<file path="config.mk">
export PLATFORM = sky130hd
export DESIGN_NAME = ppu_vram_fetch_sched
export DESIGN_NICKNAME = d
export VERILOG_FILES = /design/src/rtl/ppu_pkg.sv /design/src/rtl/ppu_fetch_addr_gen.sv /design/src/rtl/ppu_vram_fetch_sched.sv
export SDC_FILE = /design/constraint.sdc
export NUM_CORES = 1
export LEC_CHECK = 0
export BUFFER_PORTS_ARGS = -buffer_cell sky130_fd_sc_hd__buf_2
export CAP_MARGIN = 25
export CORE_MARGIN = 3
export CORE_UTILIZATION = 50
export DETAILED_ROUTE_END_ITERATION = 12
export GPL_TIMING_DRIVEN = 0
export HOLD_SLACK_MARGIN = 0.03
export PLACE_DENSITY = 0.84
export SLEW_MARGIN = 25
export SYNTH_ARGS = -nofsm -noshare
export SYNTH_HDL_FRONTEND = slang
export SYNTH_SLANG_ARGS = --single-unit
export TNS_END_PERCENT = 10
</file>
<file path="constraint.sdc">
create_clock -name clk -period 4.4 [get_ports clk]
set_input_delay 0.66 -clock clk [delete_from_list [all_inputs] [get_ports clk]]
set_output_delay 0.66 -clock clk [all_outputs]
set_load 0.03 [all_outputs]
</file>
<file path="src/rtl/ppu_pkg.sv">
// ppu_pkg: shared fetch kinds, scheduler states and PPU timing constants.
package ppu_pkg;
    typedef enum logic [1:0] {NT, AT, PT_LO, PT_HI} fetch_kind_e;
    typedef enum logic [1:0] {IDLE, F_ADDR, CPU_ADDR} sched_state_e;
    localparam logic [13:0] NT_BASE      = 14'h2000;
    localparam logic [13:0] AT_BASE      = 14'h23C0;
    localparam logic [8:0]  LAST_VISIBLE = 9'd239;
    localparam logic [8:0]  PRE_RENDER   = 9'd511;
    localparam logic [8:0]  BG_END       = 9'd256;
    localparam logic [8:0]  SPR_END      = 9'd320;
    localparam logic [8:0]  PREFETCH_END = 9'd336;
endpackage

</file>
<file path="src/rtl/ppu_fetch_addr_gen.sv">
// ppu_fetch_addr_gen: combinational VRAM address for a background or sprite fetch slot.
module ppu_fetch_addr_gen
    import ppu_pkg::*;
#(
    parameter int AW = 14
) (
    input  fetch_kind_e   kind,
    input  logic          spr,
    input  logic [14:0]   vaddr,
    input  logic [7:0]    nt_latch,
    input  logic          bg_pt_sel,
    input  logic [AW-1:0] spr_pat_addr,
    output logic [AW-1:0] addr
);
    logic [13:0] nt_a, at_a, pt_a;
    assign nt_a = NT_BASE | {2'b0, vaddr[11:0]};
    assign at_a = AT_BASE | {2'b0, vaddr[11:10], 10'b0} | {8'b0, vaddr[9:7], 3'b0} | {11'b0, vaddr[4:2]};
    assign pt_a = {1'b0, bg_pt_sel, nt_latch, kind == PT_HI, vaddr[14:12]};
    // sprite window turns NT/AT slots into dummy NT reads
    assign addr = (kind == NT || (spr && kind == AT)) ? AW'(nt_a)
                : kind == AT ? AW'(at_a)
                : spr ? (spr_pat_addr | AW'((kind == PT_HI) ? 4'h8 : 4'h0))
                : AW'(pt_a);
endmodule

</file>
<file path="src/rtl/ppu_vram_fetch_sched.sv">
// ppu_vram_fetch_sched: arbitrates the single-port VRAM bus between render fetch slots
// and CPU PPUDATA accesses, driven by the scanline/dot timebase.
module ppu_vram_fetch_sched
    import ppu_pkg::*;
#(
    parameter int AW = 14,
    parameter int DW = 8
) (
    input  logic          clk,
    input  logic          reset,
    input  logic          ce,
    input  logic [8:0]    scanline,
    input  logic [8:0]    cycle,
    input  logic          is_rendering,
    input  logic          is_pre_render,
    input  logic [14:0]   vaddr,
    input  logic          bg_pt_sel,
    input  logic [AW-1:0] spr_pat_addr,
    input  logic          cpu_req,
    input  logic          cpu_we,
    input  logic [AW-1:0] cpu_addr,
    input  logic [DW-1:0] cpu_wdata,
    output logic          cpu_ack,
    output logic [DW-1:0] cpu_rdata,
    output logic [AW-1:0] vram_addr,
    output logic          vram_rd,
    output logic          vram_wr,
    output logic [DW-1:0] vram_wdata,
    input  logic [DW-1:0] vram_rdata,
    output logic          fetch_valid,
    output logic [1:0]    fetch_kind,
    output logic [DW-1:0] fetch_data,
    output logic          slot_dropped
);
    sched_state_e state, state_d;
    fetch_kind_e kind, kind_q;
    logic render_line, bg_win, spr_win, slot_start, spr_q, issue, accept, drop;
    logic [7:0] nt_latch;
    logic [AW-1:0] gen_addr;

    assign render_line = is_rendering && (scanline <= LAST_VISIBLE || is_pre_render);
    assign bg_win = (cycle >= 9'd1 && cycle <= BG_END) || (cycle > SPR_END && cycle <= PREFETCH_END);
    assign spr_win = cycle > BG_END && cycle <= SPR_END;
    assign slot_start = render_line && cycle[0] && (bg_win || spr_win);
    assign kind = fetch_kind_e'(cycle[2:1]);

    ppu_fetch_addr_gen #(.AW(AW)) u_gen (
        .kind(kind),
        .spr(spr_win),
        .vaddr(vaddr),
        .nt_latch(nt_latch),
        .bg_pt_sel(bg_pt_sel),
        .spr_pat_addr(spr_pat_addr),
        .addr(gen_addr)
    );

    // every access holds the bus for exactly one ce, so non-idle states always return to IDLE
    always_comb begin
        issue = slot_start && state == IDLE;
        drop = slot_start && state != IDLE;
        accept = state == IDLE && !render_line && cpu_req && !cpu_ack && !slot_start;
        state_d = issue ? F_ADDR : accept ? CPU_ADDR : IDLE;
    end

    always_ff @(posedge clk or negedge reset) begin
        if (!reset) begin
            state <= IDLE;
            kind_q <= NT;
            spr_q <= 1'b0;
            nt_latch <= '0;
            cpu_ack <= 1'b0;
            cpu_rdata <= '0;
            vram_addr <= '0;
            vram_rd <= 1'b0;
            vram_wr <= 1'b0;
            vram_wdata <= '0;
            fetch_valid <= 1'b0;
            fetch_kind <= '0;
            fetch_data <= '0;
            slot_dropped <= 1'b0;
        end else if (ce) begin
            state <= state_d;
            fetch_valid <= state == F_ADDR;
            cpu_ack <= state == CPU_ADDR;
            slot_dropped <= drop;
            vram_rd <= issue || (accept && !cpu_we);
            vram_wr <= accept && cpu_we;
            if (issue) begin
                vram_addr <= gen_addr;
                kind_q <= kind;
                spr_q <= spr_win;
            end
            if (accept) begin
                vram_addr <= cpu_addr;
                vram_wdata <= cpu_wdata;
            end
            if (state == F_ADDR) begin
                fetch_data <= vram_rdata;
                fetch_kind <= kind_q;
                if (kind_q == NT && !spr_q) nt_latch <= vram_rdata[7:0];
            end
            if (state == CPU_ADDR && !vram_wr) cpu_rdata <= vram_rdata;
        end
    end
endmodule

</file>
== Yosys cells after proc, flatten, opt, wreduce, memory -nomap -nowiden ==
Cells that the tools add are included.

* $lt $le $gt $ge: 7
* Eq/ne operators: 4
* Multiplexer cells: 8
* Bitwise gates (word level): 3
* Reduce and logical (&&, ||, !) cells: 39

{| class="wikitable"
|+ Operators with widths
! operator !! number
|-
| 2-to-1 mux 14 bit || 5
|-
| <= comparator 9 bit, second input constant || 3
|-
| greater-than comparator 9 bit, second input constant || 2
|-
| logical AND 1 bit || 17
|-
| OR 14 bit || 1
|-
| OR 14 x 3 -> 14 bit || 1
|-
| OR 14 x 6 -> 14 bit || 1
|-
| AND reduction 2 bit || 5
|-
| >= comparator 9 x 1 -> 1 bit, second input constant || 1
|-
| <= comparator 9 x 8 -> 1 bit, second input constant || 1
|-
| zero test 1 bit || 6
|-
| zero test 2 bit || 3
|-
| logical OR 1 bit || 5
|-
| == test 2 x 1 -> 1 bit, second input constant || 2
|-
| == test 2 bit, second input constant || 2
|-
| 2-to-1 mux 2 bit || 2
|-
| 2-to-1 mux 4 bit || 1
|-
| nonzero test 2 bit || 2
|-
| AND reduction 3 bit || 1
|}

* Register bits: 58
* Input port bits: 85

== Longest topological paths before layout ==
* Word-level depth: 10
* Depth in mapped cells: 8
* Gate-level depth less buffers: 6

== Hierarchy ==
A second synthesis with hierarchy kept.

* Cells, all modules: 253
* Area total of the unflattened synthesis: 2986.6 sq um

{| class="wikitable"
|+ By module, submodules not included
! module !! times used !! cells each !! area each (sq um) !! seq. area each (sq um)
|-
| ppu_vram_fetch_sched || 1 || 192 || 2577.5 || 1451.4
|-
| ppu_fetch_addr_gen || 1 || 61 || 409.1 || 0.0
|}

== Worst setup path before layout ==
Ideal clock, no wire load.

* Path kind: input-to-reg
* Start: input cycle[1]
* End: register vram_addr[0]
* Library setup time: 0.121 ns
* Arrival: 2.354 ns
* Required time: 4.279 ns
* Path slack: 1.925 ns
* Stages: 7
* Cells stage by stage: or4_4 -> nor3_4 -> mux2i_4 -> buf_6 -> mux2i_1 -> a21oi_1 -> o22a_1

* Cells in the longest elaborated chain, start to end: 9

{| class="wikitable"
|+ Ends and longest elaborated chain
! element !! RTL line !! text
|-
| start, declared || ppu_vram_fetch_sched.sv:13 || <nowiki>input logic [8:0] cycle,</nowiki>
|-
| >= comparator 9 x 1 -> 1 bit (tied with other cells) || ppu_vram_fetch_sched.sv:42 || <nowiki>assign bg_win = (cycle >= 9'd1 && cycle <= BG_END) || (cycle > SPR_END && cycle <= PREFETCH_END);</nowiki>
|-
| logical AND 1 bit || ppu_vram_fetch_sched.sv:42 ||
|-
| logical OR 1 bit || ppu_vram_fetch_sched.sv:42 ||
|-
| logical OR 1 bit || ppu_vram_fetch_sched.sv:44 || <nowiki>assign slot_start = render_line && cycle[0] && (bg_win || spr_win);</nowiki>
|-
| logical AND 1 bit || ppu_vram_fetch_sched.sv:44 ||
|-
| zero test 1 bit || ppu_vram_fetch_sched.sv:61 || <nowiki>accept = state == IDLE && !render_line && cpu_req && !cpu_ack && !slot_start;</nowiki>
|-
| logical AND 1 bit || ppu_vram_fetch_sched.sv:61 ||
|-
| nonzero test 2 bit (no line) || -- ||
|-
| AND reduction 2 bit (no line) || -- ||
|-
| end signal, assigned || ppu_vram_fetch_sched.sv:89 || <nowiki>vram_addr <= gen_addr;</nowiki>
|-
| end signal, assigned || ppu_vram_fetch_sched.sv:94 || <nowiki>vram_addr <= cpu_addr;</nowiki>
|-
| end, declared || ppu_vram_fetch_sched.sv:25 || <nowiki>output logic [AW-1:0] vram_addr,</nowiki>
|}

Several ways; a longest one is shown, not always the timed one. The select of a mux whose other input is x is not followed.
A chain may end at the register's enable or synchronous reset.

== Final worst setup path ==
* Start: input cycle[1]
* End: register vram_addr[12]

Same word-level chain as after synthesis.

==> run summary <==
The routed design could run at a clock period as short as 2540 ps. The clock buffer count from CTS is 9. In the layout the commonest cells are 124 x buf_2, 58 x dfrtp_1, 40 x mux2_2. The net switching fraction of the power came out at 38.1%. The setup path with the least slack is of type input pin to register.

The critical path data required time is 4600 ps. The residual DRC count came out at 0. In this run, placement finished with an instance count of 433.

The number of distinct library cell variants in the gate-level netlist after synthesis is 38. The switching power summed over all nets is 815 uW. The congestion estimate from routability-driven global placement came to 0.861. The initialized floorplan defines 26 standard-cell rows. Dividing the detail-routed wire length by the instance count gives 15.7 um. The post-layout net count is 459.

TritonCTS built the clock tree. For this configuration, the core starts out at a cell density of 52.9%. Counting flops and latches in the post-synthesis netlist gives 58. Summing every instance area after synthesis gives 2750 um^2.

The sequential fraction of the synthesis area is 52.7%. The synthesis-to-layout area growth came out at 33.3%. The final HPWL from detailed placement is 5.38 mm. The number of cells on the worst reg-to-reg path came out at 8. Adding up every negative setup slack in the final design gives 0 ps. The average via count per standard cell is 5.32.

The endpoint identified for the worst register-to-register timing path is vram_addr[0]. The post-synthesis area per instance came out at 11.5 um^2. The worst setup path is launched from an input pin. In this run the number of H-tree levels came out at 3. The slew at the pin closest to its max-slew limit came out at 732 ps. The number of cells upsized or downsized after cts came out at 0. The number of buffers on the longest clock path came out at 2. From bottom edge to top edge, the die measures 80.2 um. The maximum fanout along the worst path came out at 10. The achievable clock frequency came out at 0.393 GHz.

The power per standard cell area is 583 nW/um^2. The number of nets produced by synthesis is 324. On the critical path, the stage with the largest delay is an instance of or4_4.

Counting the fill cells in the layout gives 411. The core area is 5200 um^2. The final count of negative-setup-slack endpoints is 0. The number of standard cells in the final layout excluding fillers came out at 449.

The clock transition at the register clock pins on the worst setup and hold paths after CTS came out at 60 ps. In this run the tightest slew margin relative to its limit is 51.2%. The fraction of the cycle the final worst path needs came out at 57.8%.

The path category of the worst min-delay check is input pin to async pin. The most used flip-flop cell after synthesis is dfrtp_1. IR analysis of the VDD net gives a maximum drop of 391 uV. At the worst endpoint, the arrival time is 2740 ps. The delay of the slowest cell on the worst path is 540 ps. The number of buffers and inverters on the critical path is 2. The clock network is responsible for 22.8% of the overall power.

The number of primary I/O pins came out at 130. Clock tree synthesis found a total of 58 sinks. The repair_antennas step left the layout with diodes totalling 0. The combinational share of power is 38.7%. The fraction of layout instances using a drive strength above 1 came out at 48.5%. Entering global routing, the biggest net connects 59 pins.

Global routing used 22.5% of the available tracks. The signal on the critical path passes through buf_2, or4_4, nor3_4, mux2i_4, buf_6, mux2i_1, a2bb2oi_1, a21oi_1. Leaving out fill and tap cells, the most frequent cell in the layout is buf_2. The number of buffers inserted by port buffering is 124.

The startpoint of the most critical register-to-register path is state[0]. The number of antenna violations at the first check in global routing is 0. The portion of total power attributed to sequential cells came out at 38.5%. Setup repair after global routing left no endpoint under its margin.

The cts-stage hold buffer count is 0. The count of flip-flops with a built-in enable after synthesis is 0. The count of nets left with antenna violations after detail routing is 0. The synthesized instance count came out at 239. STA classifies the critical path endpoint as a register. The leakage power figure is 0.00175 uW. The worst-case register-to-register setup slack came out at 2020 ps.

The internal power contribution is 1320 uW. The flow ran to the end, and the final reports show no timing, DRC or antenna violations. The max-slew violation count came out at 0. The die span in x came out at 80.2 um. The share of synthesized flip-flops with an asynchronous set or reset is 100%. The die area came out at 6430 um^2. The number of violations of the max-capacitance limit is 0. The overflow left after global routing is 0. The initial DRC count came out at 132. The post-route clock skew came out at 12.9 ps.

Summing over every cut layer, the via total after detailed routing is 2,390. The final hold violation count came to 0. The first global-routing pass estimated 10.9 mm of wire. The kind of cell with the highest combined delay along the critical path is simple AND/OR/NAND/NOR gates.

The via count of the first global-routing pass was 2,327. The post-CTS repair timing setup buffer count came out at 0. The first detailed-routing pass took 4 iterations. CTS placed an instance of clkbuf_8 at the clock tree root.

The total wire length after detailed routing is 7.06 mm. The count of yosys warnings during synthesis came out at 0. The clock insertion delay at the later pin of the skew report came out at 330 ps.
==> worst max-delay path by stage <==
stage	from	to	slack, ps	depth (start not counted)
floorplan	cycle[1]	vram_addr[0]	1920	7
global placement	cycle[1]	vram_addr[0]	1580	8
detailed placement	cycle[1]	vram_addr[12]	1530	8
CTS	cycle[1]	vram_addr[12]	1870	8
global route	state[0]	vram_addr[11]	1770	8
finish	cycle[1]	vram_addr[12]	1860	8
==> state kept, by name (all words and copies together) (netlist names), 2 cells and up <==
register    count
cpu_rdata       8
fetch_data      8
fetch_kind      2
kind_q          2
nt_latch        8
state           2
vram_addr      14
vram_wdata      8
==> area by class of cell <==
| cell class | count | area [um^2] | area share (%) |
|---|---|---|---|
| buffer | 13 | 61.3 | 1.67 |
| clock buffer | 14 | 163 | 4.43 |
| clock inverter | 2 | 35.0 | 0.955 |
| inverter | 5 | 18.8 | 0.511 |
| multi-input combinational | 163 | 1230 | 33.5 |
| sequential | 58 | 1450 | 39.5 |
| tap | 70 | 87.6 | 2.39 |
| timing repair buffer | 124 | 623 | 17.0 |
==> power groups by stage <==
stage               clock (uW)  combinational, uW  sequential, uW
floorplan                    0                255            1130
global placement             0                820             818
detailed placement           0                835             831
CTS                        497                837             823
global route               522                887             847
finish                     487                828             824
==> metal layers <==
metal / up-vias / track usage, % / routed length, um
li1: 1137 / - / -
met1: 1136 / 29.6 / 3000
met2: 105 / 35.8 / 3300
met3: 12 / 5.27 / 654
met4: 0 / 9.29 / 99
met5: - / 0 / 0
==> cell usage after synthesis (2+ instances only) <==
library cell	instances	area, um^2
inv_1	5	18.8
clkbuf_1	10	37.5
dfrtp_1	58	1450
mux2i_1	12	120
nand3_1	3	15.0
nor2_1	14	52.6
and2_1	2	12.5
o22a_1	10	87.6
mux2_2	40	450
and3_1	2	12.5
a21oi_1	10	50.1
o31ai_1	2	15.0
o311ai_0	4	35.0
nand2_1	31	116
o21ai_0	12	60.1
o211ai_1	2	15.0
==> cells by family (layout without fill, tap and decap cells) <==
family	count (synthesis)	in the layout	share of synthesized area, %
AOI/OAI and AO/OA	49	49	12.2
DFF	58	58	52.7
muxes	53	53	21.5
buffers and inverters	18	158	2.91
and+or+nand+nor	61	61	10.6
==> through the flow <==
stage | util (%) | worst slack [ps] | power [uW] | hold slack, ps | area [um^2]
6_report | 70.5 | 1860 | 2140 | 397 | 3670
2_1_floorplan | - | 1920 | 1380 | 364 | 2750
3_3_place_gp | 66.5 | 1580 | 1640 | 458 | 3460
3_5_place_dp | 66.5 | 1530 | 1670 | 468 | 3460
5_1_grt | 70.5 | 1770 | 2260 | 438 | 3670
4_1_cts | 70.3 | 1870 | 2160 | 411 | 3660
No activity file was read; power rests on OpenSTA's default activity.
